**config.mk**
```make
export PLATFORM = sky130hd
export DESIGN_NAME = seq_detector_prog
export DESIGN_NICKNAME = d
export VERILOG_FILES = /design/src/rtl/seq_detector_prog.sv
export SDC_FILE = /design/constraint.sdc
export NUM_CORES = 1
export LEC_CHECK = 0
export BUFFER_PORTS_ARGS = -buffer_cell sky130_fd_sc_hd__buf_2
export CAP_MARGIN = 20
export CELL_PAD_IN_SITES_DETAIL_PLACEMENT = 0
export CELL_PAD_IN_SITES_GLOBAL_PLACEMENT = 1
export CORE_UTILIZATION = 38
export CTS_CLUSTER_DIAMETER = 40
export DETAILED_ROUTE_END_ITERATION = 8
export PLACE_DENSITY_LB_ADDON = 0.1
export SLEW_MARGIN = 20
export SYNTH_ARGS = -nofsm -noshare
export SYNTH_HDL_FRONTEND = slang
export SYNTH_SLANG_ARGS = --single-unit
```
**constraint.sdc**
```tcl
create_clock -name clk -period 1.89 [get_ports clk]
set_clock_uncertainty 0.05 [all_clocks]
set_input_delay 0 -clock clk [delete_from_list [all_inputs] [get_ports clk]]
set_output_delay 0 -clock clk [all_outputs]
set_load 0.01 [all_outputs]
```
**src/rtl/seq_detector_prog.sv**
```systemverilog
// Runtime-programmable serial pattern detector: valid-qualified bit stream,
// overlapping or non-overlapping matching, saturating match counter.
module seq_detector_prog #(
    parameter int SEQ_LEN = 5,
    parameter int CNT_W   = 8
) (
    input  logic               clk,
    input  logic               reset,
    input  logic               load,
    input  logic [SEQ_LEN-1:0] pattern,
    input  logic               overlap_en,
    input  logic               in_valid,
    input  logic               In,
    input  logic               cnt_clr,
    output logic               Out,
    output logic [CNT_W-1:0]   match_cnt,
    output logic               cnt_sat,
    output logic               armed
);

    localparam int                FILL_W    = $clog2(SEQ_LEN + 1);
    localparam logic [FILL_W-1:0] FILL_FULL = FILL_W'(SEQ_LEN);
    localparam logic [CNT_W-1:0]  CNT_MAX   = '1;

    typedef enum logic [1:0] {
        ST_UNARMED,
        ST_FILLING,
        ST_DETECT
    } state_t;

    state_t             r_state,  w_state_nxt;
    logic [SEQ_LEN-1:0] r_pat,    w_pat_nxt;
    logic [SEQ_LEN-1:0] r_hist,   w_hist_nxt;
    logic [FILL_W-1:0]  r_fill,   w_fill_nxt;
    logic [SEQ_LEN-1:0] w_hist_shift;
    logic [FILL_W-1:0]  w_fill_inc;
    logic [CNT_W-1:0]   w_cnt_inc;
    logic               w_sample;
    logic               w_match;
    logic               r_out;
    logic [CNT_W-1:0]   r_cnt;
    logic               r_sat;

    // A load on the same edge as a valid bit wins and the bit is dropped.
    assign w_sample     = in_valid && !load && (r_state != ST_UNARMED);
    assign w_hist_shift = {r_hist[SEQ_LEN-2:0], In};
    assign w_fill_inc   = (r_fill == FILL_FULL) ? FILL_FULL : r_fill + FILL_W'(1);
    assign w_match      = w_sample && (w_hist_shift == r_pat) && (w_fill_inc == FILL_FULL);
    assign w_cnt_inc    = r_cnt + CNT_W'(1);

    // NOTE: every variable gets its hold value first so no path leaves it unassigned (no latch).
    always_comb begin
        w_state_nxt = r_state;
        w_pat_nxt   = r_pat;
        w_hist_nxt  = r_hist;
        w_fill_nxt  = r_fill;
        if (load) begin
            w_pat_nxt   = pattern;
            w_hist_nxt  = '0;
            w_fill_nxt  = '0;
            w_state_nxt = ST_FILLING;
        end else if (w_sample) begin
            if (w_match && !overlap_en) begin
                w_hist_nxt  = '0;
                w_fill_nxt  = '0;
                w_state_nxt = ST_FILLING;
            end else begin
                w_hist_nxt  = w_hist_shift;
                w_fill_nxt  = w_fill_inc;
                w_state_nxt = (w_fill_inc == FILL_FULL) ? ST_DETECT : ST_FILLING;
            end
        end
    end

    // NOTE: state registers use non-blocking assignments so all flops update from pre-edge values.
    always_ff @(posedge clk or negedge reset) begin
        if (!reset) begin
            r_state <= ST_UNARMED;
            r_pat   <= '0;
            r_hist  <= '0;
            r_fill  <= '0;
        end else begin
            r_state <= w_state_nxt;
            r_pat   <= w_pat_nxt;
            r_hist  <= w_hist_nxt;
            r_fill  <= w_fill_nxt;
        end
    end

    // Clear beats a same-edge increment; the match pulse itself is unaffected.
    always_ff @(posedge clk or negedge reset) begin
        if (!reset) begin
            r_out <= 1'b0;
            r_cnt <= '0;
            r_sat <= 1'b0;
        end else begin
            r_out <= w_match;
            if (cnt_clr) begin
                r_cnt <= '0;
                r_sat <= 1'b0;
            end else if (w_match && (r_cnt != CNT_MAX)) begin
                r_cnt <= w_cnt_inc;
                if (w_cnt_inc == CNT_MAX) begin
                    r_sat <= 1'b1;
                end
            end
        end
    end

    assign Out       = r_out;
    assign match_cnt = r_cnt;
    assign cnt_sat   = r_sat;
    assign armed     = (r_state != ST_UNARMED);

endmodule

```
# Word level (Yosys, flattened, before mapping)

Index checks and enable logic that the tools add are counted.

Eq/ne operators: 5
Multiplexer cells: 16
Add/subtract/negate cells: 2
Reductions and logical operators: 13

Operators with widths:

| cell                                                           | count |
|---|---|
| 8-bit two-way mux                                              | 2 |
| 3-bit two-way mux                                              | 4 |
| 4-bit two-way mux                                              | 3 |
| 8-bit by 1-bit adder with 8-bit output (second input constant) | 1 |
| 8-bit == test (second input constant)                          | 1 |
| 2-bit two-way mux                                              | 4 |
| 8-bit != test (second input constant)                          | 1 |
| 2-bit nonzero test                                             | 4 |
| 3-bit == test (second input constant)                          | 2 |
| 1-bit logical AND                                              | 6 |
| 5-bit == test                                                  | 1 |
| 3-bit by 1-bit adder with 3-bit output (second input constant) | 1 |
| 1-bit two-way mux                                              | 3 |
| 1-bit zero test                                                | 2 |
| 2-bit AND reduction                                            | 1 |

Register bits after elaboration: 24
Input port bits: 12

# Depth between registers and ports, before layout

Word-level depth: 9
Mapped depth: 5
Depth with buffers taken out: 5

# Worst setup path after synthesis

Ideal clock, no wire load.

Path kind: register to register
Start point: register r_pat[2]
End point: register r_cnt[4] (netlist: match_cnt[4])
Path slack: 0.029 ns
Data arrival time: 1.733 ns
Stages on the path, launching flop included: 6
Library setup time: 0.078 ns
Period minus slack after synthesis: 1.861 ns
Path buffers: 1
Path through: dfrtp_1 > xor2_1 > or4_1 > clkbuf_2 > or4_1 > a21oi_1

Longest elaborated chain between the ends: 5

RTL lines:

| element                         | line | RTL |
|---|---|---|
| from (decl)                     | 32   | `logic [SEQ_LEN-1:0] r_pat, w_pat_nxt;` |
| from (signal assigned)          | 84   | `r_pat <= w_pat_nxt;` |
| 5-bit == test                   | 48   | `assign w_match = w_sample && (w_hist_shift == r_pat) && (w_fill_inc == FILL_FULL);` |
| 1-bit logical AND (2 in series) | 48   |  |
| 1-bit logical AND               | 101  | `end else if (w_match && (r_cnt != CNT_MAX)) begin` |
| 2-bit nonzero test (no line)    | n/a  |  |
| to (signal assigned)            | 102  | `r_cnt <= w_cnt_inc;` |
| to (decl)                       | 41   | `logic [CNT_W-1:0] r_cnt;` |

Every way passes these cells.
A chain may end at the register's enable or synchronous reset.

# Worst setup path in the final report

Start point: register r_pat[2]
End point: register r_cnt[5] (netlist: match_cnt[5])

Same word-level chain as after synthesis.

==> results <==
- The area used by multi-input combinational logic is 630.6 µm².
- The count of H-tree levels built during CTS is 1.
- The initial antenna violation count is 0.
- The detail-routed net length per standard cell is 13.71 µm.
- The number of nets in the synthesized netlist is 129.
- Once detail routing completed, the nets flagged for antenna violations numbered 0.
- The largest total area in the synthesized netlist belongs to sky130_fd_sc_hd__dfrtp_1.
- For this configuration, the core starts out at a cell density of 40.49%.
- The initialized floorplan defines 20 standard-cell rows.
- Yosys attributes the largest share of cell area to sky130_fd_sc_hd__dfrtp_1, sky130_fd_sc_hd__mux2_2, sky130_fd_sc_hd__a32o_1.
- In this run, synthesis produced a sequential element count of 24.
- The global-route track usage on met3 is 1.965%.
- The I/O pin count is 23.
- The fraction of synthesis flops using an asynchronous set or reset pin is 100.0%.
- The share of the synthesized area in the top cell type is 48.19%.
- The final setup TNS is 0 ns.
- The overall die height is 59.27 µm.
- After synthesis, the mean cell area works out to 10.84 µm².
- Of the total power, the clock network draws 29.4%.
- The count of vias placed by the detailed router is 1097.
- The DRC violation count after routing is 0.
- The final hold violation count was 0.
- The flow ran to the end, and the final reports show no timing, DRC or antenna violations.
- Ranked by instance count, the synthesized netlist is headed by sky130_fd_sc_hd__dfrtp_1, sky130_fd_sc_hd__a32o_1, sky130_fd_sc_hd__mux2_2.
- The portion of total power attributed to sequential cells is 58.3%.
- The maximum frequency from static timing analysis is 539.1 MHz.
- Setup violations remaining at the end of the flow were counted as 0.
- The leakage component of the power is 0.7493 nW.
- The total of buffers placed on input and output ports is 22.
- TritonCTS built the clock tree.
- Data on the critical path arrives at its endpoint at 2.06 ns.
- The worst-case clock buffer depth is 2.
- The combined global-route utilization of all metal layers is 19.14%.
- Combinational logic burns 12.3% of the power.
- Dividing the detail-routed via count by the number of cells gives 5.274.
- In the final layout, the share of cells above drive strength 1 is 35.37%.
- The proportion of synthesized chip area in sequential cells is 48.19%.
- The commonest register cell after synthesis is sky130_fd_sc_hd__dfrtp_1.
- The endpoint class of the critical path is a flop.
- The startpoint of the lowest-slack register-to-register path is r_pat[2].
- The core occupancy in the finished layout is 54.11%.
- The transition time at the pin with the least slew margin is 0.5499 ns.
- sky130_fd_sc_hd__dfrtp_1 is the most common cell in the netlist.
- The largest net degree at the start of global routing is 25.
- The first-pass GRT wire length is 4.988 mm.
- Summing every instance area after synthesis gives 0.001246 mm².
- The startpoint identified for the worst hold timing path is overlap_en.
- The switching power is 0.0002258 W.
- In this run switching power makes up 24.20% of total power.
- The path class of the lowest-slack min-delay path is in -> reg.
- The kind of launch point of the worst setup path is a flop.
- The die boundary width is 59.27 µm.
- The number of buffers created by CTS is 3.
- The met1 layer usage reported by global route is 28.41%.
- The Yosys warning count is 0.
- The clock drives 24 sinks.
- Setup repair after global routing could not meet its margin everywhere.
- The layout net count is 179.
- The count of final max-slew check failures came to 0.
- The final critical-path share of the clock period is 98.14%.
- The tree is rooted in a sky130_fd_sc_hd__clkbuf_4.
- Registers take 600.6 µm².
- The number of flops mapped to enable cells by yosys is 0.
- The final RePlAce weighted congestion is 0.8244.
- The worst pin sits at a relative slew slack of 63.34%.
- Clock-pin slew was measured on the worst setup and hold paths at 0.13 ns.
- The number of iterations in the first detailed-routing pass is 4.
- Dividing total power by cell area gives a power density of 560.3 mW/mm².
- The critical path data required time is 2.09 ns.
- The internal power component is 0.0007073 W.
- The die covers 0.003512 mm².
- The total of fill cells in the finished design is 299.
- The maximum fanout along the worst path is 5.
- The repair_antennas step left the layout with diodes totalling 0.
- The detailed placer's ending HPWL is 2.055 mm.
- Relative to the synthesized area, the layout overhead comes to 33.63%.
- After the first detailed-routing iteration, the DRC count stood at 39.
- The global routing stage identified its most utilized layer as met2.
- Synthesis produced 115 cells.
- The number of global-route vias before repair was 1064.
- The clock reaches the later pin of the worst-skew pair after 0.31 ns.
- The most critical setup path has its startpoint at r_pat[2].
- IR analysis of the VDD net gives a maximum drop of 0.4039 mV.
- The global-route met2 utilization is 28.57%.
- The region available for standard cell placement spans 0.003078 mm².
- Synthesis instantiated 37 different standard cells from the library.
- The tool flagged a number of max-cap violations equal to 0.
- For the finished layout, the period the worst path requires is 1.855 ns.
- The overflow left after global routing is 0.
- By startpoint and endpoint, the worst setup path is classified as reg -> reg.
- The post-detailed-routing wire length is 2.851 mm.
worst max-delay path: stages (launching register included):
cell                      delay (ns)
sky130_fd_sc_hd__dfrtp_1        0.41
sky130_fd_sc_hd__xor2_1         0.18
sky130_fd_sc_hd__or4_4          0.52
sky130_fd_sc_hd__or4_1          0.48
sky130_fd_sc_hd__a21oi_1        0.15
sequential cells by signal, indices dropped and copies added, names as in the netlist:
register   cells
match_cnt      8
r_pat          5
r_hist         4
r_fill         3
r_state        2
Out            1
cnt_sat        1
what timing repair did:
item / CTS / global route
pin swaps: 0 / 1
setup endpoints to repair: 3 / 6
hold buffers: 9 / 0
gates resized for setup: 1 / 2
endpoints found under the hold margin: 36 / 0
buffers inserted: 0 / 0
worst paths after layout:
path                                end  slack, ns  cells after the start
min                          r_state[0]       0.08                      4
min in group asynchronous     r_fill[1]       0.13                      2
max in group asynchronous  match_cnt[7]       1.29                      2
min reg2reg                     cnt_sat       0.45                      1
max reg2reg                match_cnt[5]       0.04                      4
max                        match_cnt[5]       0.04                      4
power groups by stage:
stage	clock network (W)	logic, W	registers, W
detailed placement	0	0.0000986	0.000554
floorplan	0	0.0000556	0.000551
CTS	0.000290	0.000114	0.000545
finish	0.000274	0.000115	0.000544
global route	0.000303	0.000130	0.000547
global placement	0	0.0000976	0.000553
routing by layer:
layer | share of wire, % | up-vias
met5 | 0 | -
met4 | 0.67 | 0
met3 | 2.2 | 2
met2 | 45 | 16
met1 | 52 | 535
li1 | - | 544
area by class of cell:
class | count | share of cell area, %
well taps | 44 | 3.306
repair buffers | 49 | 20.14
clock buffers | 4 | 2.179
inverters | 2 | 0.4508
multi-input cells | 85 | 37.87
flip-flops and latches | 24 | 36.06
per-stage QoR:
| stage | total power, W | setup WS, ns | hold slack (ns) | std cells | area [µm²] |
|---|---|---|---|---|---|
| 6_report | 0.0009331 | 0.03509 | 0.08090 | 208 | 1665 |
| 5_1_grt | 0.0009809 | -0.04883 | 0.1088 | 208 | 1665 |
| 3_3_place_gp | 0.0006508 | 0.02247 | -0.03664 | 195 | 1530 |
| 2_1_floorplan | 0.0006071 | 0.02940 | -0.3456 | 115 | 1246 |
| 4_1_cts | 0.0009493 | 0.03206 | 0.07073 | 208 | 1660 |
| 3_5_place_dp | 0.0006530 | 0.01393 | -0.02784 | 195 | 1530 |
logic make-up after synthesis:
group	count (synthesis)	synth area share (%)
muxes	7	6.326
and+or+nand+nor	41	19.58
DFF	24	48.19
xor gates and xnor gates	7	4.920
AOI/OAI and AO/OA	28	17.07
adders and majority gates	2	2.008
buffers and inverters	6	1.907
placed cells by master, fill, tap and decap left out, types with 2 or more instances in the layout:
| cell type | synthesis | layout |
|---|---|---|
| sky130_fd_sc_hd__nor2b_1 | 3 | 2 |
| sky130_fd_sc_hd__a31oi_1 | 3 | 3 |
| sky130_fd_sc_hd__and4_1 | 3 | 3 |
| sky130_fd_sc_hd__xor2_1 | 3 | 3 |
| sky130_fd_sc_hd__nor4_1 | 3 | 3 |
| sky130_fd_sc_hd__nor2_1 | 6 | 5 |
| sky130_fd_sc_hd__buf_4 | 0 | 18 |
| sky130_fd_sc_hd__nand3_1 | 3 | 3 |
| sky130_fd_sc_hd__or2_2 | 2 | 2 |
| sky130_fd_sc_hd__dlygate4sd3_1 | 0 | 9 |
| sky130_fd_sc_hd__buf_2 | 0 | 22 |
| sky130_fd_sc_hd__a32o_1 | 7 | 7 |
| sky130_fd_sc_hd__a21oi_1 | 6 | 6 |
| sky130_fd_sc_hd__or4_1 | 4 | 3 |
| sky130_fd_sc_hd__and3b_1 | 2 | 2 |
| sky130_fd_sc_hd__clkbuf_4 | 0 | 3 |
| sky130_fd_sc_hd__o31ai_1 | 3 | 3 |
| sky130_fd_sc_hd__mux2_2 | 7 | 7 |
| sky130_fd_sc_hd__o21a_1 | 2 | 2 |
| sky130_fd_sc_hd__nand2_1 | 5 | 5 |
| sky130_fd_sc_hd__dfrtp_1 | 24 | 24 |
| sky130_fd_sc_hd__inv_1 | 2 | 2 |
| sky130_fd_sc_hd__ha_1 | 2 | 2 |
| sky130_fd_sc_hd__nor3_1 | 2 | 2 |
| sky130_fd_sc_hd__xnor2_1 | 4 | 4 |
| sky130_fd_sc_hd__nand4_1 | 3 | 3 |
Power figures use the tool's default switching activity.
